--- src/rtl/memory_controller_pkg.sv ---
// Shared types and defaults for the byte-wide memory controller.
// Op/len encodings match what the LSB and icache drive onto the request ports.
package memory_controller_pkg;

    typedef enum logic [1:0] {
        MC_IDLE  = 2'd0,
        MC_READ  = 2'd1,
        MC_WRITE = 2'd2
    } mc_state_t;

    typedef enum logic {
        OWN_ICACHE = 1'b0,
        OWN_LSB    = 1'b1
    } mc_owner_t;

    typedef enum logic {
        OPTYPE_LD = 1'b0,
        OPTYPE_ST = 1'b1
    } op_type_t;

    typedef logic [1:0] len_t;

    localparam len_t LEN_B = 2'b01;
    localparam len_t LEN_H = 2'b10;
    localparam len_t LEN_W = 2'b11;

    localparam logic [31:0] IO_BASE_DEFAULT = 32'h0003_0000;
    localparam logic [31:0] IO_MASK_DEFAULT = 32'h0003_0000;

    // The illegal length 00 is treated as a single byte.
    function automatic logic [2:0] len_to_bytes(input len_t len);
        case (len)
            LEN_B:   return 3'd1;
            LEN_H:   return 3'd2;
            LEN_W:   return 3'd4;
            default: return 3'd1;
        endcase
    endfunction

    function automatic logic [7:0] byte_sel(input logic [31:0] word, input logic [1:0] idx);
        logic [31:0] shifted;
        shifted = word >> {idx, 3'b000};
        return shifted[7:0];
    endfunction

endpackage

--- src/rtl/memory_controller.sv ---
// Owns the byte-wide RAM/IO port: arbitrates LSB over icache, splits requests
// into byte accesses and reassembles little-endian read data.
module memory_controller
    import memory_controller_pkg::*;
#(
    parameter logic [31:0] IO_BASE = IO_BASE_DEFAULT,
    parameter logic [31:0] IO_MASK = IO_MASK_DEFAULT
) (
    input  logic        clk_in,
    input  logic        rst_in,
    input  logic        rdy_in,
    input  logic        clr_in,
    input  logic        io_buffer_full,
    input  logic [7:0]  mem_din,
    output logic [7:0]  mem_dout,
    output logic [31:0] mem_a,
    output logic        mem_wr,
    input  logic        icache_to_mc_ready,
    input  logic [31:0] icache_to_mc_addr,
    output logic        mc_to_icache_done,
    output logic [31:0] mc_to_icache_data,
    input  logic        lsb_to_mc_ready,
    input  logic [1:0]  lsb_to_mc_len,
    input  op_type_t    lsb_to_mc_opType,
    input  logic [31:0] lsb_to_mc_addr,
    input  logic [31:0] lsb_to_mc_data,
    output logic        mc_valid,
    output logic        mc_to_lsb_ld_done,
    output logic        mc_to_lsb_st_done,
    output logic [31:0] mc_to_lsb_result
);

    // state    | meaning
    // MC_IDLE  | no access in flight; grants LSB before icache
    // MC_READ  | issuing byte addresses, collecting mem_din one cycle behind
    // MC_WRITE | driving one store byte per cycle, holds while IO buffer is full

    mc_state_t   state;
    mc_owner_t   owner;
    logic [2:0]  cnt;
    logic [2:0]  n_q;
    logic [31:0] addr_q;
    logic [31:0] wdata_q;
    logic [31:0] rdata_q;
    logic [7:0]  din_hold;
    logic        hold_vld;
    logic        rdy_q;

    logic [2:0]  cnt_nxt;
    logic [7:0]  din_eff;
    logic [31:0] rd_merged;
    logic        wr_stall;
    logic        any_done;

    assign cnt_nxt  = cnt + 3'd1;
    assign din_eff  = hold_vld ? din_hold : mem_din;
    assign wr_stall = ((mem_a & IO_MASK) == IO_BASE) && io_buffer_full;
    assign any_done = mc_to_icache_done | mc_to_lsb_ld_done | mc_to_lsb_st_done;
    assign mem_wr   = (state == MC_WRITE) && rdy_in && !wr_stall;

    // Read data trails the address by one cycle, so cnt=k captures byte k-1.
    always_comb begin
        rd_merged = rdata_q;
        case (cnt)
            3'd1:    rd_merged[7:0]   = din_eff;
            3'd2:    rd_merged[15:8]  = din_eff;
            3'd3:    rd_merged[23:16] = din_eff;
            3'd4:    rd_merged[31:24] = din_eff;
            default: ;
        endcase
    end

    always_ff @(posedge clk_in) begin
        if (rst_in) begin
            state             <= MC_IDLE;
            owner             <= OWN_ICACHE;
            cnt               <= 3'd0;
            n_q               <= 3'd0;
            addr_q            <= 32'd0;
            wdata_q           <= 32'd0;
            rdata_q           <= 32'd0;
            din_hold          <= 8'd0;
            hold_vld          <= 1'b0;
            rdy_q             <= 1'b0;
            mem_a             <= 32'd0;
            mem_dout          <= 8'd0;
            mc_valid          <= 1'b0;
            mc_to_icache_done <= 1'b0;
            mc_to_icache_data <= 32'd0;
            mc_to_lsb_ld_done <= 1'b0;
            mc_to_lsb_st_done <= 1'b0;
            mc_to_lsb_result  <= 32'd0;
        end else if (!rdy_in) begin
            // RAM keeps answering while frozen; keep the byte that was in flight.
            rdy_q <= 1'b0;
            if (rdy_q && state == MC_READ && cnt != 3'd0) begin
                din_hold <= mem_din;
                hold_vld <= 1'b1;
            end
        end else begin
            rdy_q             <= 1'b1;
            hold_vld          <= 1'b0;
            mc_valid          <= 1'b0;
            mc_to_icache_done <= 1'b0;
            mc_to_lsb_ld_done <= 1'b0;
            mc_to_lsb_st_done <= 1'b0;
            case (state)
                MC_IDLE: begin
                    if (!clr_in && !any_done) begin
                        cnt     <= 3'd0;
                        rdata_q <= 32'd0;
                        if (lsb_to_mc_ready) begin
                            owner    <= OWN_LSB;
                            mc_valid <= 1'b1;
                            addr_q   <= lsb_to_mc_addr;
                            wdata_q  <= lsb_to_mc_data;
                            n_q      <= len_to_bytes(lsb_to_mc_len);
                            mem_a    <= lsb_to_mc_addr;
                            if (lsb_to_mc_opType == OPTYPE_ST) begin
                                mem_dout <= lsb_to_mc_data[7:0];
                                state    <= MC_WRITE;
                            end else begin
                                state    <= MC_READ;
                            end
                        end else if (icache_to_mc_ready) begin
                            owner  <= OWN_ICACHE;
                            addr_q <= icache_to_mc_addr;
                            n_q    <= 3'd4;
                            mem_a  <= icache_to_mc_addr;
                            state  <= MC_READ;
                        end
                    end
                end
                MC_READ: begin
                    if (clr_in) begin
                        state <= MC_IDLE;
                        cnt   <= 3'd0;
                    end else begin
                        rdata_q <= rd_merged;
                        if (cnt == n_q) begin
                            state <= MC_IDLE;
                            cnt   <= 3'd0;
                            if (owner == OWN_LSB) begin
                                mc_to_lsb_ld_done <= 1'b1;
                                mc_to_lsb_result  <= rd_merged;
                            end else begin
                                mc_to_icache_done <= 1'b1;
                                mc_to_icache_data <= rd_merged;
                            end
                        end else begin
                            cnt <= cnt_nxt;
                            if (cnt_nxt < n_q)
                                mem_a <= addr_q + {29'd0, cnt_nxt};
                        end
                    end
                end
                MC_WRITE: begin
                    // Stores are committed, so a flush does not cut them short.
                    if (!wr_stall) begin
                        if (cnt_nxt == n_q) begin
                            state             <= MC_IDLE;
                            cnt               <= 3'd0;
                            mc_to_lsb_st_done <= 1'b1;
                        end else begin
                            cnt      <= cnt_nxt;
                            mem_a    <= addr_q + {29'd0, cnt_nxt};
                            mem_dout <= byte_sel(wdata_q, cnt_nxt[1:0]);
                        end
                    end
                end
                default: state <= MC_IDLE;
            endcase
        end
    end

endmodule

--- config.mk ---
export PLATFORM = sky130hd
export DESIGN_NAME = memory_controller
export DESIGN_NICKNAME = d
export VERILOG_FILES = /design/src/rtl/memory_controller_pkg.sv /design/src/rtl/memory_controller.sv
export SDC_FILE = /design/constraint.sdc
export NUM_CORES = 1
export LEC_CHECK = 0
export BUFFER_PORTS_ARGS = -buffer_cell sky130_fd_sc_hd__buf_2
export CAP_MARGIN = 0
export CORE_MARGIN = 4
export CORE_UTILIZATION = 55
export DETAILED_ROUTE_END_ITERATION = 16
export GPL_TIMING_DRIVEN = 0
export PLACE_DENSITY = 0.81
export REMOVE_ABC_BUFFERS = 1
export SLEW_MARGIN = 20
export SYNTH_ARGS = -nofsm -noshare
export SYNTH_HDL_FRONTEND = slang
export SYNTH_SLANG_ARGS = --single-unit
--- constraint.sdc ---
create_clock -name clk_in -period 5.3 [get_ports clk_in]
set_clock_uncertainty 0.15 [all_clocks]
set_input_delay 0.53 -clock clk_in [delete_from_list [all_inputs] [get_ports clk_in]]
set_output_delay 0.53 -clock clk_in [all_outputs]
set_load 0.005 [all_outputs]
======== After elaboration in Yosys (flattened, before gate mapping) ========
Index checks and enable logic that the tools add are counted.
storage, ports and cells
  flip-flop bits (word level) ............. 223
  input bits .............................. 114
  output and inout port bits .............. 109
cells by class
  add/subtract/negate cells ............... 2
  order comparisons ....................... 1
  equality and inequality tests ........... 22
  shift operators ......................... 1
  muxes and demuxes ....................... 58
  bitwise gates (word level) .............. 5
  reductions and logical operators ........ 26
operators with widths
  cell                  number
  $mux W32              10
  $pmux W32 S3          1
  $mux W8               10
  $pmux W32 S2          1
  $add A32 B3 Y32       1
  $shr A32 B5 Y8        1
  $mux W3               7
  $mux W1               17
  $mux W2               8
  $pmux W8 S2           1
  $reduce_and A4 Y1     4
  $ne A2 B2 Y1 const B  7
  $reduce_and A5 Y1     2
  $pmux W3 S3           1
  $reduce_and A9 Y1     1
  $eq A2 B2 Y1 const B  4
  $reduce_and A7 Y1     1
  $eq A3 B2 Y1 const B  2
  $eq A3 B3 Y1          2
  $logic_and A1 B1 Y1   6
  $pmux W2 S3           1
  $pmux W3 S2           1
  $reduce_and A6 Y1     1
  $reduce_bool A2 Y1    3
  other kinds (15)      22

======== Logic depth before layout (Yosys ltp) ========
  word-level depth ........................ 6
  depth in mapped cells ................... 12
  depth with buffers taken out ............ 10

======== Worst setup path after synthesis ========
OpenSTA, ideal clock, no wires.
  kind .................................... reg-to-reg
  start ................................... register cnt[0]
  end ..................................... register mem_a[26]
  library setup time ...................... 58 ps
  arrival time ............................ 3471 ps
  required time ........................... 5092 ps
  path slack .............................. 1621 ps
  stages on the path, launching flop included .. 13
  cells stage by stage .................... dfxtp_1 > clkbuf_1 > inv_1 > ha_1 > clkbuf_1 > inv_1 > fa_1 > nor2b_1 > o21ai_1 > nor3_1 > xnor2_1 > a2111oi_0 > a31o_2
between the ends
  word-level cells in the longest chain between the ends .. 6
RTL lines
  element                 line                                                RTL
  from (decl)             memory_controller.sv:40                             logic [2:0] cnt;
  from (signal assigned)  memory_controller.sv:151                            cnt <= cnt_nxt;
  from (signal assigned)  memory_controller.sv:165                            cnt <= cnt_nxt;
  $add A3 B1 Y3           memory_controller.sv:55                             assign cnt_nxt = cnt + 3'd1;
  $add A32 B3 Y32         memory_controller.sv:153, memory_controller.sv:166
  $mux W32                memory_controller.sv:152                            if (cnt_nxt < n_q)
  $mux W32                memory_controller.sv:140                            if (cnt == n_q) begin
  $mux W32                memory_controller.sv:135                            if (clr_in) begin
  $pmux W32 S3            memory_controller.sv:107                            case (state)
  to (signal assigned)    memory_controller.sv:118                            mem_a <= lsb_to_mc_addr;
  to (signal assigned)    memory_controller.sv:153                            mem_a <= addr_q + {29'd0, cnt_nxt};
  to (signal assigned)    memory_controller.sv:166                            mem_a <= addr_q + {29'd0, cnt_nxt};
  to (decl)               memory_controller.sv:16                             output logic [31:0] mem_a,
Several ways; a longest one is shown, not always the timed one. The select of a mux whose other input is x is not followed.
A chain may end at the register's enable or synchronous reset.

======== Worst setup path in the final report ========
  start ................................... register cnt[0]
  end ..................................... register mem_a[4]
The elaborated chain is that of the path after synthesis.

==> out/summary.txt <==
most frequent cells in the layout -> nand2_1, dfxtp_1, buf_2, a21oi_1, nor2_1
Worst Setup Slack post-DPL -> 0.9345 ns
switching power of the nets -> 943.7 uW
CTS tree -> yes
Arr. time, crit path -> 4.59 ns
pin count of the biggest net entering global routing -> 127
post-route clock period utilization -> 82.47%
commonest non-fill, non-tap cell in the layout -> nand2_1
non-filler instance count after layout -> 1640
# rows -> 49
Tmin final -> 4.371 ns
CTS root buffer -> clkbuf_16
post-cts gate resize count -> 0
sequential share of power -> 45.8%
die height -> 143.5 um
status -> finished, final reports clean
GR Overflow Total -> 0
Post-synth EDFFs -> 0
RR Startpoint -> cnt[0]
Clock Tree Buf Depth -> 3
Routed Antenna Nets -> 0
Initial Utilization -> 56.01%
Pwr Total -> 3.862 mW
postcts setup bufs -> 0
synth warn -> 0
setup TNS -> 0 ns
worst-path fanout max -> 13
register-to-register setup slack -> 0.93 ns
Total GRT Usage -> 24.49%
ys async rst share -> 0%
CP endpoint kind -> flip-flop
Pleak -> 4.937 nW
Avg Cell Area, Syn -> 8.221 um^2
Hold WS -> 0.1063 ns
MaxCap Viol Count -> 0
DRC violations left -> 0
dominant synthesized flop cell -> dfxtp_1
IO buf count -> 222
Post-Syn Area -> 10100 um^2
Avg WL per Cell -> 16.11 um
initial antenna violation count -> 3
placed insts -> 1599
number of buffers inserted by hold repair at cts -> 0
Crit Path Category -> flip-flop to flip-flop
Final Max Slew Viols -> 0
Clock Pin Slew Worst Setup and Hold Paths -> 0.07 ns
relative slew slack -> 29.77%
final setup fails -> 0
Hold Violations, Final -> 0
Max IR drop VDD -> 0.0003013 V
worst path required time -> 5.52 ns
final worst slack -> 0.9292 ns
CP startpoint kind -> flip-flop
Core Area -> 18020 um^2
synth unique cells -> 52
Critical path origin -> cnt[0]
vias post-DR -> 9254
H-tree Lvls -> 1
RSZ-0062 raised after global routing -> no
Pint -> 2.918 mW
post-synthesis sequential area ratio -> 44.22%
Critical Path Sink -> mem_a[4]
Worst Tran Pin Value -> 1.050 ns
highest clock rate -> 0.2288 GHz
clk_lat worst skew -> 0.51 ns
Mapped Cells -> 1228
Clk pwr share -> 44.1%
Worst Hold Class -> input pin to flip-flop
die width -> 143.5 um
nets -> 1524
IO Pins -> 223
first-pass GRT wire length -> 41.88 mm
vias in the first global route -> 8673
initial DRC count -> 663
R2R Path End -> mem_a[4]
die area -> 20590 um^2
area grow syn2layout -> 19.78%
switching share of power -> 24.44%
Comb pwr share -> 10.0%
Sink Count -> 223
drt first pass iters -> 5
Synth Register Bits -> 223
gpl congestion -> 0.8959
path depth of the worst reg2reg path -> 9
DR vias/cell -> 5.643
DRT Wirelength -> 26.43 mm
layout cells sized above 1 -> 21.06%
PD cells -> 319.4 nW/um^2
Post-DP HPWL -> 18.00 mm
Inserted Clock Buffers -> 23
## sequential cells by signal (all words and copies together) (netlist names), 3 cells and up
register           flops
mem_a                 32
wdata_q               32
mem_dout               8
mc_to_lsb_result      32
mc_to_icache_data     32
n_q                    3
rdata_q               32
addr_q                32
cnt                    3
din_hold               8
## per-stage QoR
stage,util [%],cell area [um^2]
CTS,67.06,12090
global route,67.09,12090
detailed placement,62.59,11280
floorplan,-,9736
global placement,61.77,11130
finish,67.09,12090
## per-layer routing
layer | part of all wire (%) | track usage (%) | wire (um)
met5 | 0.076 | 0 | 20
met4 | 2.0 | 7.334 | 537
met3 | 7.0 | 4.093 | 1850
met2 | 49 | 41.69 | 12820
met1 | 42 | 32.09 | 11190
## power by group through the flow
stage	clock (mW)	sequential, mW	combinational [mW]
2_1_floorplan	0	1.80	0.209
3_3_place_gp	0	1.80	0.368
3_5_place_dp	0	1.80	0.384
4_1_cts	1.73	1.77	0.386
5_1_grt	1.80	1.78	0.427
6_report	1.70	1.77	0.388
## cell usage after synthesis (all sizes together) (4+ instances only)
cell      n  area, um^2
or4       7       52.55
and2      6       37.54
o211ai   17       132.6
a211oi   43       322.8
and3     10       62.56
a21o      6       45.04
nand4     6       37.54
o221ai    5       43.79
and4      4       35.03
ha       14       175.2
nand3    16       90.09
clkbuf   58       217.7
xor2     21       183.9
inv      28       105.1
nand2   263       987.2
a31o      5       43.79
nor3      8       40.04
buf      28       142.6
xnor2    10       87.58
nor4      8       65.06
nand2b    5       31.28
a21oi   144       720.7
o21ai    25       125.1
mux4      8       180.2
dfxtp   223        4464
a22oi    32       240.2
nor2b     4       25.02
nor2    135       506.7
mux2i    68       680.7
## worst min-delay path by stage
stage	from	end	depth (start not counted)
2_1_floorplan	wdata_q[0]	wdata_q[0]	2
3_3_place_gp	wdata_q[1]	wdata_q[1]	2
3_5_place_dp	mem_a[28]	mem_a[28]	2
4_1_cts	lsb_to_mc_data[28]	wdata_q[28]	3
5_1_grt	lsb_to_mc_data[28]	wdata_q[28]	3
6_report	lsb_to_mc_data[28]	wdata_q[28]	3
## critical path: stages, from the launching register on
cell and delay, ns:
dfxtp_1 0.78, inv_1 0.26, ha_1 0.83, ha_1 0.38, and3_1 0.17, a21o_1 0.24
a2111oi_4 0.79, buf_4 0.35, mux2i_1 0.21, nor2_1 0.05
## kinds of logic after synthesis
logic type | count (synthesis) | share of synthesized area [%]
buf+inv | 114 | 4.610
compound gates | 290 | 17.95
xor+xnor | 31 | 2.689
simple gates | 478 | 19.97
flops | 223 | 44.22
fa+ha+maj | 15 | 1.933
mux | 77 | 8.638
## area by class of cell
class | instances | area [um^2]
fillers | 1502 | 5932
multi-input cells | 891 | 5190
flip-flops and latches | 223 | 4464
repair buffers | 228 | 1239
clock buffers | 31 | 675.6
well taps | 229 | 286.5
clock inverters | 9 | 130.1
inverters | 28 | 105.1
diodes | 1 | 2.502
Power figures use the tool's default switching activity.
